===== config.mk =====
export PLATFORM = sky130hd
export DESIGN_NAME = mem_port_arbiter_flat
export DESIGN_NICKNAME = d
export VERILOG_FILES = /design/src/rtl/cpu32_mem_pkg.sv /design/src/rtl/mem_port_arbiter_if.sv /design/src/rtl/mem_arb_timer.sv /design/src/rtl/mem_port_arbiter.sv /design/src/flat_wrapper.sv
export SDC_FILE = /design/constraint.sdc
export NUM_CORES = 1
export LEC_CHECK = 0
export CORE_MARGIN = 8
export CORE_UTILIZATION = 40
export DETAILED_ROUTE_END_ITERATION = 7
export PLACE_DENSITY = 0.8
export SYNTH_ARGS = -nofsm -noshare
export SYNTH_HDL_FRONTEND = slang
export SYNTH_SLANG_ARGS = --single-unit
export TNS_END_PERCENT = 50

===== constraint.sdc =====
create_clock -name clk -period 1.9 [get_ports clk]
set_input_delay 0.38 -clock clk [delete_from_list [all_inputs] [get_ports clk]]
set_output_delay 0.38 -clock clk [all_outputs]
set_load 0.02 [all_outputs]

===== src/rtl/cpu32_mem_pkg.sv =====
// Shared definitions for the CPU32 memory-port arbiter: FSM state encoding
// and the default bus widths and timing limits.
package cpu32_mem_pkg;

  localparam int AW_DEF           = 32;
  localparam int DW_DEF           = 32;
  localparam int TIMEOUT_DEF      = 255;
  localparam int STARVE_LIMIT_DEF = 4;

  typedef enum logic [1:0] {
    IDLE   = 2'd0,
    BUSY_I = 2'd1,
    BUSY_D = 2'd2
  } arb_state_t;

endpackage


===== src/rtl/mem_port_arbiter_if.sv =====
// Fetch, load/store and memory-side signals of the shared CPU32 memory port.
// The master modport is the arbiter's view; slave is the core/memory side.
interface mem_port_arbiter_if #(
  parameter int AW = 32,
  parameter int DW = 32
) ();

  logic          if_req;
  logic [AW-1:0] if_addr;
  logic          if_gnt;
  logic          if_valid;
  logic [DW-1:0] if_rdata;
  logic          if_err;

  logic          d_req;
  logic          d_we;
  logic [AW-1:0] d_addr;
  logic [DW-1:0] d_wdata;
  logic          d_gnt;
  logic          d_valid;
  logic [DW-1:0] d_rdata;
  logic          d_err;

  logic          mem_req;
  logic          mem_we;
  logic [AW-1:0] mem_addr;
  logic [DW-1:0] mem_wdata;
  logic [DW-1:0] mem_rdata;
  logic          mem_ack;

  logic          busy;

  modport master (
    input  if_req, if_addr,
    output if_gnt, if_valid, if_rdata, if_err,
    input  d_req, d_we, d_addr, d_wdata,
    output d_gnt, d_valid, d_rdata, d_err,
    output mem_req, mem_we, mem_addr, mem_wdata,
    input  mem_rdata, mem_ack,
    output busy
  );

  modport slave (
    output if_req, if_addr,
    input  if_gnt, if_valid, if_rdata, if_err,
    output d_req, d_we, d_addr, d_wdata,
    input  d_gnt, d_valid, d_rdata, d_err,
    input  mem_req, mem_we, mem_addr, mem_wdata,
    output mem_rdata, mem_ack,
    input  busy
  );

endinterface


===== src/rtl/mem_arb_timer.sv =====
// Timeout counter for an outstanding memory transaction: cleared on accept,
// counts while enabled, flags the edge on which the timeout limit is reached.
module mem_arb_timer #(
  parameter int TIMEOUT = 255
) (
  input  logic clk,
  input  logic rst,
  input  logic clr,
  input  logic en,
  output logic tc
);

  logic [7:0] cnt;

  // tc is asserted on the TIMEOUT-th enabled edge after a clear
  assign tc = en && (cnt == 8'(TIMEOUT - 1));

  always_ff @(posedge clk) begin
    if (!rst) begin
      cnt <= '0;
    end else if (clr) begin
      cnt <= '0;
    end else if (en) begin
      cnt <= cnt + 8'd1;
    end
  end

endmodule


===== src/rtl/mem_port_arbiter.sv =====
// Shares the CPU32 memory/ROM port between instruction fetch and the LSU,
// one transaction at a time, with data priority, fetch anti-starvation and timeout.
module mem_port_arbiter
  import cpu32_mem_pkg::*;
#(
  parameter int AW           = AW_DEF,
  parameter int DW           = DW_DEF,
  parameter int STARVE_LIMIT = STARVE_LIMIT_DEF,
  parameter int TIMEOUT      = TIMEOUT_DEF
) (
  input logic              clk,
  input logic              rst,
  mem_port_arbiter_if.master bus
);

  arb_state_t state;
  logic [3:0] starve_cnt;
  logic       idle;
  logic       d_pri;
  logic       if_win;
  logic       d_win;
  logic       tmo_tc;

  assign idle = (state == IDLE);

  // data wins unless fetch has lost STARVE_LIMIT times in a row
  assign d_pri  = bus.d_req && (starve_cnt < 4'(STARVE_LIMIT));
  assign if_win = idle && bus.if_req && !d_pri;
  assign d_win  = idle && bus.d_req && (d_pri || !bus.if_req);

  assign bus.if_gnt = if_win;
  assign bus.d_gnt  = d_win;
  assign bus.busy   = !idle;

  mem_arb_timer #(
    .TIMEOUT (TIMEOUT)
  ) u_timer (
    .clk (clk),
    .rst (rst),
    .clr (if_win || d_win),
    .en  (!idle),
    .tc  (tmo_tc)
  );

  always_ff @(posedge clk) begin
    if (!rst) begin
      state         <= IDLE;
      starve_cnt    <= '0;
      bus.mem_req   <= 1'b0;
      bus.mem_we    <= 1'b0;
      bus.mem_addr  <= '0;
      bus.mem_wdata <= '0;
      bus.if_valid  <= 1'b0;
      bus.if_rdata  <= '0;
      bus.if_err    <= 1'b0;
      bus.d_valid   <= 1'b0;
      bus.d_rdata   <= '0;
      bus.d_err     <= 1'b0;
    end else begin
      bus.if_valid <= 1'b0;
      bus.d_valid  <= 1'b0;
      case (state)
        IDLE: begin
          if (if_win) begin
            bus.mem_req   <= 1'b1;
            bus.mem_we    <= 1'b0;
            bus.mem_addr  <= bus.if_addr;
            bus.mem_wdata <= '0;
            starve_cnt    <= '0;
            state         <= BUSY_I;
          end else if (d_win) begin
            bus.mem_req   <= 1'b1;
            bus.mem_we    <= bus.d_we;
            bus.mem_addr  <= bus.d_addr;
            bus.mem_wdata <= bus.d_wdata;
            if (bus.if_req && starve_cnt != 4'hF) begin
              starve_cnt <= starve_cnt + 4'd1;
            end
            state <= BUSY_D;
          end
        end
        BUSY_I: begin
          // an ack on the terminal-count edge still completes normally
          if (bus.mem_ack) begin
            bus.mem_req  <= 1'b0;
            bus.if_valid <= 1'b1;
            bus.if_rdata <= bus.mem_rdata;
            bus.if_err   <= 1'b0;
            state        <= IDLE;
          end else if (tmo_tc) begin
            bus.mem_req  <= 1'b0;
            bus.if_valid <= 1'b1;
            bus.if_rdata <= '0;
            bus.if_err   <= 1'b1;
            state        <= IDLE;
          end
        end
        BUSY_D: begin
          if (bus.mem_ack) begin
            bus.mem_req <= 1'b0;
            bus.d_valid <= 1'b1;
            bus.d_rdata <= bus.mem_we ? '0 : bus.mem_rdata;
            bus.d_err   <= 1'b0;
            state       <= IDLE;
          end else if (tmo_tc) begin
            bus.mem_req <= 1'b0;
            bus.d_valid <= 1'b1;
            bus.d_rdata <= '0;
            bus.d_err   <= 1'b1;
            state       <= IDLE;
          end
        end
        default: state <= IDLE;
      endcase
    end
  end

endmodule


===== src/flat_wrapper.sv =====
// flat-port wrapper written by rule: the top's interface ports become plain ports
module mem_port_arbiter_flat import cpu32_mem_pkg::*;
#(
  parameter int AW           = AW_DEF,
  parameter int DW           = DW_DEF,
  parameter int STARVE_LIMIT = STARVE_LIMIT_DEF,
  parameter int TIMEOUT      = TIMEOUT_DEF
)
  (clk, rst, bus_if_req, bus_if_addr, bus_if_gnt, bus_if_valid, bus_if_rdata, bus_if_err, bus_d_req, bus_d_we, bus_d_addr, bus_d_wdata, bus_d_gnt, bus_d_valid, bus_d_rdata, bus_d_err, bus_mem_req, bus_mem_we, bus_mem_addr, bus_mem_wdata, bus_mem_rdata, bus_mem_ack, bus_busy);
  mem_port_arbiter_if #(.AW(AW), .DW(DW)) bus_i ();
  input logic clk;
  input logic rst;
  input wire logic [$bits(bus_i.if_req)-1:0] bus_if_req;
  input wire logic [$bits(bus_i.if_addr)-1:0] bus_if_addr;
  output wire logic [$bits(bus_i.if_gnt)-1:0] bus_if_gnt;
  output wire logic [$bits(bus_i.if_valid)-1:0] bus_if_valid;
  output wire logic [$bits(bus_i.if_rdata)-1:0] bus_if_rdata;
  output wire logic [$bits(bus_i.if_err)-1:0] bus_if_err;
  input wire logic [$bits(bus_i.d_req)-1:0] bus_d_req;
  input wire logic [$bits(bus_i.d_we)-1:0] bus_d_we;
  input wire logic [$bits(bus_i.d_addr)-1:0] bus_d_addr;
  input wire logic [$bits(bus_i.d_wdata)-1:0] bus_d_wdata;
  output wire logic [$bits(bus_i.d_gnt)-1:0] bus_d_gnt;
  output wire logic [$bits(bus_i.d_valid)-1:0] bus_d_valid;
  output wire logic [$bits(bus_i.d_rdata)-1:0] bus_d_rdata;
  output wire logic [$bits(bus_i.d_err)-1:0] bus_d_err;
  output wire logic [$bits(bus_i.mem_req)-1:0] bus_mem_req;
  output wire logic [$bits(bus_i.mem_we)-1:0] bus_mem_we;
  output wire logic [$bits(bus_i.mem_addr)-1:0] bus_mem_addr;
  output wire logic [$bits(bus_i.mem_wdata)-1:0] bus_mem_wdata;
  input wire logic [$bits(bus_i.mem_rdata)-1:0] bus_mem_rdata;
  input wire logic [$bits(bus_i.mem_ack)-1:0] bus_mem_ack;
  output wire logic [$bits(bus_i.busy)-1:0] bus_busy;
  assign bus_i.if_req = bus_if_req;
  assign bus_i.if_addr = bus_if_addr;
  assign bus_if_gnt = bus_i.if_gnt;
  assign bus_if_valid = bus_i.if_valid;
  assign bus_if_rdata = bus_i.if_rdata;
  assign bus_if_err = bus_i.if_err;
  assign bus_i.d_req = bus_d_req;
  assign bus_i.d_we = bus_d_we;
  assign bus_i.d_addr = bus_d_addr;
  assign bus_i.d_wdata = bus_d_wdata;
  assign bus_d_gnt = bus_i.d_gnt;
  assign bus_d_valid = bus_i.d_valid;
  assign bus_d_rdata = bus_i.d_rdata;
  assign bus_d_err = bus_i.d_err;
  assign bus_mem_req = bus_i.mem_req;
  assign bus_mem_we = bus_i.mem_we;
  assign bus_mem_addr = bus_i.mem_addr;
  assign bus_mem_wdata = bus_i.mem_wdata;
  assign bus_i.mem_rdata = bus_mem_rdata;
  assign bus_i.mem_ack = bus_mem_ack;
  assign bus_busy = bus_i.busy;
  mem_port_arbiter #(.AW(AW), .DW(DW), .STARVE_LIMIT(STARVE_LIMIT), .TIMEOUT(TIMEOUT)) u_core (.clk(clk), .rst(rst), .bus(bus_i));
endmodule

==> results.txt, run 1 <==
----------------------------------------------------
[Final layout]
  Most used cells in the layout excluding fill and tap cells ... 266 x sky130_fd_sc_hd__clkdlybuf4s50_1, 147 x sky130_fd_sc_hd__dfxtp_1, 64 x sky130_fd_sc_hd__a22o_1, 40 x sky130_fd_sc_hd__a21oi_1, 36 x sky130_fd_sc_hd__o21ai_0
  Diode count ... 0
  Number of fill cells in the layout ... between 900 and 1000
  Final Util ... 68.2%
  Most common cell after layout, fill and taps aside ... sky130_fd_sc_hd__clkdlybuf4s50_1
  Area growth from synthesis to layout ... 67.1%
  Number of nets in the layout ... 916
  Final standard cell area without fillers ... roughly 9000 um^2
  Ratio of cells with drive above 1 in the final layout ... roughly 9.8%

[Drt]
  Detailed Routing Iterations Pass 1 ... 4
  Final wirelength ... ~18 mm
  Total via count after detailed routing ... between 5000 and 6000
  DRC Markers ... 0
  Per-cell via count in the routed design ... 5.21
  First DRT Iteration DRCs ... roughly 230
  Post-detailed-route wirelength per cell ... between 15 and 20 um
  Final ANT Viol Nets ... 0

[Clock network]
  TritonCTS clock tree ... built
  CTS clk-pin slew, worst paths ... ~60 ps
  Buffers from clock root to sink, at most ... 2
  Worst-Skew Late Latency ... between 400 and 500 ps
  CTS H-tree lvls ... 4
  Clock root buffer ... sky130_fd_sc_hd__clkbuf_16
  Total clock buffers created by CTS ... 17
  Number of buffers inserted by hold repair at cts ... 0
  Sinks on the clock net ... 148

[Floorplan]
  Starting Density ... 40.8%
  Overall die width ... 132 um
  Full die area ... approximately 17000 um^2
  Boundary pin count ... 271
  Num rows ... 42
  Total core area ... around 13000 um^2
  Die Y ... 132 um

[Setup path]
  Top delay family on crit path ... buffers and inverters
  Critical-path cell with the highest stage delay ... sky130_fd_sc_hd__dfxtp_1
  Largest stage delay on the critical path ... 320 ps
  Required time of the critical path ... between 1500 and 2000 ps
  Worst-path cell chain ... inv_2 > ha_4 > buf_6 > nand2_4 > a21o_1 > inv_2 > buf_6
  CP Launch Type ... register
  Crit path DAT ... about 1500 ps
  Crit path buf inv count ... 4
  Setup crit end kind ... output pin
  Critical Setup Path Class ... reg2out
  Largest fanout on the critical path ... 6

[Timing]
  Transition time of the tightest slew-check pin ... 412 ps
  Count of final hold-check violations ... 0
  Unrepaired setup endpoints after global routing ... true
  Crit path time final ... 1880 ps
  Share of the clock period used by the worst path after layout ... between 90 and 100%
  Final-report setup violation count ... 0
  Sum Neg Setup Slack ... 0 ps
  Max transition margin ... about 72%
  Max Transition Viols Final ... 0
  Max Clock Skew ... 6.10 ps
  Highest clock frequency the design can meet ... ~530 MHz

[Power]
  Static leakage power ... between 0.003 and 0.004 uW
  Cell Pwr Density ... between 900 and 1000 nW/um^2
  Maximum resistive drop on vdd ... a little under 0.0006 V

[Placed design]
  Placer's final routability congestion estimate ... roughly 0.8
  Count of buffers inserted at the top-level ports ... 270
  HPWL after detailed placement ... roughly 14 mm
  Post-Place Cell Area ... between 8000 and 9000 um^2

[Run]
  Max-cap viol count ... 0

[Global routing]
  Remaining global-route overflow ... 0
  Global routing met2 resource utilization ... ~34%
  Global-route usage over all layers ... between 20% and 30%
  GRT busiest layer ... met2
  Met3 demand-to-capacity share in global routing ... a little under a tenth
  Global-route wire length before repair ... around 29 mm
  Antenna violations before repair ... 0
  Met1 Usage GRT ... about 23%
  Vias in the first global route ... 5367
  Maximum number of pins on one net before global-route repair ... roughly 70

[Synthesis]
  Share of the synthesized area in the top cell type ... 55.1%
  Yosys cell types ... 32
  Part of the Yosys area used for sequential elements ... 55.1%
  Most area-hungry cell type in the Yosys netlist ... sky130_fd_sc_hd__dfxtp_1
  Number of synthesized register bits ... between 100 and 150
  Yosys warning count ... 0
  Synthesized Nets ... 640
  Cell area after synthesis ... between 5000 and 6000 um^2
  Average footprint of a synthesized cell ... between 10 and 15 um^2
  Post-synthesis instance total ... between 400 and 500
  Cell types occupying the most area after synthesis ... sky130_fd_sc_hd__dfxtp_1 55%, sky130_fd_sc_hd__a22o_1 10%, sky130_fd_sc_hd__mux2i_1 6.1%

[Worst hold path]
  Class of the most critical hold timing path ... in2reg

[Status]
  Result of the run ... finished clean

----------------------------------------------------
area by class of cell:
type | instances | area [um^2] | area share (%)
clock inverter | 14 | 175 | 1.95
multi-input combinational | 305 | 2190 | 24.4
timing repair buffer | 298 | 2990 | 33.3
inverter | 5 | 18.8 | 0.209
tap | 176 | 220 | 2.45
clock buffer | 18 | 429 | 4.77
sequential | 148 | 2960 | 33.0
cells in the mapped netlist (all sizes together):
library cell  count
ha                7
a31oi             1
a31o              1
nor2             10
xor2              3
nand3             1
nand2            14
mux2i            33
o21ai            38
nand4             4
clkbuf           24
xnor2             1
a21o              1
a22o             64
and3b             1
dfxtp           148
nor3b             2
a21boi            4
o21bai            1
inv               5
nand4b            1
or3               4
buf              17
a22oi            33
and3              6
a21oi            40
nor2b            35
metrics by stage:
step	instances	power [uW]	worst slack [ps]	hold slack, ps
2_1_floorplan	499	4190	270	445
3_3_place_gp	926	5000	-169	455
3_5_place_dp	926	5040	-159	454
4_1_cts	958	8480	-169	274
5_1_grt	964	8760	-55.2	305
6_report	964	8410	19.5	300
cell families after synthesis:
kind of cell    Yosys count  share of synthesized area (%)
mux                      33                           6.14
fa+ha+maj                 7                           1.63
compound gates          183                           23.6
xor+xnor                  4                          0.651
buf+inv                  46                           4.77
flops                   148                           55.1
simple gates             78                           8.16
flip-flops by register name, indices dropped and copies added (netlist names):
signal / count
u_core.state: 2
u_core.bus.mem_wdata: 32
u_core.bus.mem_addr: 32
u_core.starve_cnt: 4
u_core.bus.d_rdata: 32
u_core.u_timer.cnt: 8
u_core.bus.d_valid: 1
u_core.bus.if_err: 1
u_core.bus.mem_we: 1
u_core.bus.d_err: 1
u_core.bus.mem_req: 1
u_core.bus.if_rdata: 32
u_core.bus.if_valid: 1
layer usage:
layer | part of all wire, % | vias up
met2 | 48 | 255
li1 | - | 2385
met1 | 40 | 2357
met3 | 9.7 | 30
met4 | 2.4 | 0
met5 | 0 | -
worst min-delay path, delay by kind of cell:
kind / cells / cell delay, ps
buffers and inverters: 1 / 170
AND/OR/NAND/NOR: 2 / 120
final timing paths:
check,start,cells past startpoint,to,slack [ps]
max,u_core.state[1]$_SDFFE_PN0P_,7,bus_if_gnt,20
max reg2reg,u_core.state[1]$_SDFFE_PN0P_,8,u_core.bus.mem_addr[10]$_SDFFE_PN0P_,160
min reg2reg,u_core.bus.d_rdata[15]$_SDFFE_PN0P_,1,u_core.bus.d_rdata[15]$_SDFFE_PN0P_,470
min,rst,3,u_core.bus.if_err$_SDFFE_PN0P_,300
where the power goes:
group | switching (uW) | internal [uW]
clock | 1330 | 2080
combinational | 746 | 851
sequential | 111 | 3290
what timing repair did:
action                                  in CTS  in global routing
pin swaps                                    0                  1
hold endpoints to repair                     0                  0
buffers inserted                             0                  6
cloned                                       0                  0
endpoints found under the setup margin       3                  1
resized for setup                            8                  9
No activity file was read; power rests on OpenSTA's default activity.
==> run 2, diff against run 1 <==
CTS_CLUSTER_SIZE = 30   (was default)
==> results of run 2 <==
The final DEF is identical to that of run 1; final timing and power are the same.
==> run 3, diff against run 2 <==
CORE_UTILIZATION = 55   (was 40)
DONT_BUFFER_PORTS = 1   (was default)
PLACE_DENSITY = 0.7   (was 0.8)
SKIP_LAST_GASP = 1   (was default)
==> results.txt, run 3 (same netlist as run 1, synthesis figures left out) <==
----------------------------------------------------
[Status]
  Result of the run ... finished clean

[Power]
  Static leakage power ... 0.00259 uW (-25%)
  Sum of internal, switching and leakage power ... 7660 uW (-9.0%)
  Cell Pwr Density ... 1160 nW/um^2 (+24%)
  Maximum resistive drop on vdd ... 0.000520 V (-11%)

[Clock network]
  Worst-Skew Late Latency ... 520 ps (+110 ps)
  Clock root buffer ... sky130_fd_sc_hd__clkbuf_8
  TritonCTS clock tree ... built
  Buffers from clock root to sink, at most ... 2 (unchanged)
  Sinks on the clock net ... 148 (unchanged)
  Total clock buffers created by CTS ... 17 (unchanged)
  CTS H-tree lvls ... 4 (unchanged)
  CTS clk-pin slew, worst paths ... 60 ps (about the same)

[Setup path]
  Top delay family on crit path ... flip-flops
  CP Launch Type ... register
  Worst setup path end ... bus_if_gnt
  Crit path buf inv count ... 2 (-2)
  Crit path DAT ... 1480 ps (-20 ps)
  Critical Setup Path Class ... reg2out
  Depth of the most critical reg-to-reg path ... 7 (-1)
  Worst-case register-to-register setup slack ... 170 ps (about the same)
  End of the worst register-to-register path ... u_core.bus.d_rdata[17]$_SDFFE_PN0P_
  Worst Setup SP ... u_core.state[0]$_SDFFE_PN0P_
  Number of cells on the critical path ... 5 (-2)
  Largest fanout on the critical path ... 6 (unchanged)
  Critical-path cell with the highest stage delay ... sky130_fd_sc_hd__dfxtp_2
  Worst-path cell chain ... inv_2 > ha_4 > nand2_4 > a21o_1 > inv_4
  Setup crit end kind ... output pin
  Worst R2R Start ... u_core.state[0]$_SDFFE_PN0P_
  Largest stage delay on the critical path ... 330 ps (about the same)
  Required time of the critical path ... 1520 ps (about the same)

[Final layout]
  Sequential cell area ... 2970 um^2 (about the same)
  Non-filler instance count after layout ... 686 (-29%)
  Ratio of cells with drive above 1 in the final layout ... 13.2% (+3.5 points)
  Multi-input logic area ... 2200 um^2 (+0.17%)
  Most common cell after layout, fill and taps aside ... sky130_fd_sc_hd__dfxtp_1
  Number of fill cells in the layout ... 725 (-25%)
  Final standard cell area without fillers ... 6620 um^2 (-26%)
  Number of nets in the layout ... 680 (-26%)
  Area growth from synthesis to layout ... 23.0%
  Most used cells in the layout excluding fill and tap cells ... 146 x sky130_fd_sc_hd__dfxtp_1, 64 x sky130_fd_sc_hd__a22o_1, 40 x sky130_fd_sc_hd__a21oi_1, 36 x sky130_fd_sc_hd__o21ai_0

[Drt]
  Post-detailed-route wirelength per cell ... 22.9 um (+20%)
  Detailed Routing Iterations Pass 1 ... 5 (+1)
  Final ANT Viol Nets ... 0 (unchanged)
  First DRT Iteration DRCs ... 346 (+54%)
  Per-cell via count in the routed design ... 5.98 (+15%)
  Final wirelength ... 15.7 mm (-15%)
  Total via count after detailed routing ... 4103 (-18%)
  DRC Markers ... 0 (unchanged)

[Global routing]
  Remaining global-route overflow ... 0 (unchanged)
  Vias in the first global route ... 4285 (-20%)
  Global-route usage over all layers ... 23.0% (+2.2 points)
  Global-route wire length before repair ... 23.6 mm (-19%)
  Maximum number of pins on one net before global-route repair ... 65 (-9.7%)
  Antenna violations before repair ... 0 (unchanged)

[Placed design]
  HPWL after detailed placement ... 10.2 mm (-26%)
  Count of buffers inserted at the top-level ports ... 0 (-100%)
  Placed Cells ... 604 (-35%)
  Placer's final routability congestion estimate ... 0.765 (-4.5%)
  Post-Place Cell Area ... 5470 um^2 (-34%)

[Timing]
  Final-report setup violation count ... 0 (unchanged)
  Transition time of the tightest slew-check pin ... 612 ps (+200 ps)
  Highest clock frequency the design can meet ... 539 MHz (+1.3%)
  Max Clock Skew ... 8.79 ps (+2.70 ps)
  Share of the clock period used by the worst path after layout ... 97.7% (-1.3 points)
  Crit path time final ... 1860 ps (-24.3 ps)
  Sum Neg Setup Slack ... 0 ps (unchanged)
  Max Transition Viols Final ... 0 (unchanged)
  Count of final hold-check violations ... 0 (unchanged)
  Max transition margin ... 59.1% (-13 points)

[Floorplan]
  Total core area ... 9640 um^2 (-27%)
  Boundary pin count ... 271 (unchanged)
  Num rows ... 36 (-14%)
  Full die area ... 13200 um^2 (-24%)
  Die Y ... 115 um (-13%)
  Overall die width ... 115 um (-13%)
  Starting Density ... 55.8% (+15 points)

[Worst hold path]
  Class of the most critical hold timing path ... in2reg

[Run]
  Max-cap viol count ... 0 (unchanged)

----------------------------------------------------
[run 3: cell count changes in the layout (fill, tap and decap cells not counted), moves of 3 or more]
cell | before | now
sky130_fd_sc_hd__bufbuf_16 | 0 | 3
sky130_fd_sc_hd__buf_4 | 20 | 17
sky130_fd_sc_hd__dlygate4sd3_1 | 0 | 35
sky130_fd_sc_hd__inv_6 | 4 | 1
sky130_fd_sc_hd__clkdlybuf4s50_1 | 266 | 0
sky130_fd_sc_hd__clkinv_2 | 2 | 5
[run 3: worst min-delay path by stage]
stage | startpoint | slack, ps | endpoint | depth (start not counted)
global placement | u_core.starve_cnt[1]$_SDFFE_PN0P_ | 460 | u_core.starve_cnt[1]$_SDFFE_PN0P_ | 2
floorplan | u_core.starve_cnt[1]$_SDFFE_PN0P_ | 440 | u_core.starve_cnt[1]$_SDFFE_PN0P_ | 2
finish | rst | 20 | u_core.bus.d_valid$_SDFF_PN0_ | 1
detailed placement | u_core.starve_cnt[1]$_SDFFE_PN0P_ | 470 | u_core.starve_cnt[1]$_SDFFE_PN0P_ | 2
global route | rst | 3 | u_core.bus.d_valid$_SDFF_PN0_ | 1
CTS | rst | 0.2 | u_core.bus.d_valid$_SDFF_PN0_ | 1
[run 3: final cells by class]
| class | count | area share, % |
|---|---|---|
| clock inverter | 13 | 2.02 |
| tap | 133 | 2.51 |
| clock buffer | 19 | 6.52 |
| sequential | 148 | 44.8 |
| antenna | 1 | 0.0378 |
| timing repair buffer | 62 | 10.5 |
| inverter | 5 | 0.359 |
| multi-input combinational | 305 | 33.2 |
[run 3: layer usage]
metal	up-vias	wire length [um]	GRT usage, %
li1	1915	-	-
met2	209	7940	38.9
met5	-	0	0
met3	36	1730	9.77
met4	0	363	11.2
met1	1943	5650	24.2
[run 3: repair_timing]
item,in CTS,in global routing
endpoints found under the hold margin,120,1
resized for setup,14,1
hold buffers,35,1
setup endpoints to repair,8,27
setup buffers,9,2
pin swaps,3,2
cloned,3,0
[run 3: where the power goes]
part / switching (uW) / leakage (uW) / internal (uW)
combinational: 411 / 0.00111 / 432
sequential: 360 / 0.00121 / 3290
clock: 1270 / 0.000274 / 1900
[run 3: metrics by stage]
step	setup slack, ps	utilization, %	hold slack, ps
5_1_grt	-23.3	68.6	3.07
6_report	43.8	68.7	24.1
2_1_floorplan	270	-	445
4_1_cts	-18.3	68.5	0.171
3_5_place_dp	-33.4	56.7	472
3_3_place_gp	125	56.7	457
[run 3: worst register-to-register path: stages (launching register included)]
cell	delay, ps
sky130_fd_sc_hd__dfxtp_2	340
sky130_fd_sc_hd__inv_2	50
sky130_fd_sc_hd__ha_4	180
sky130_fd_sc_hd__nand4b_1	200
sky130_fd_sc_hd__o21bai_2	300
sky130_fd_sc_hd__a21boi_2	140
sky130_fd_sc_hd__buf_12	190
sky130_fd_sc_hd__a22o_1	220
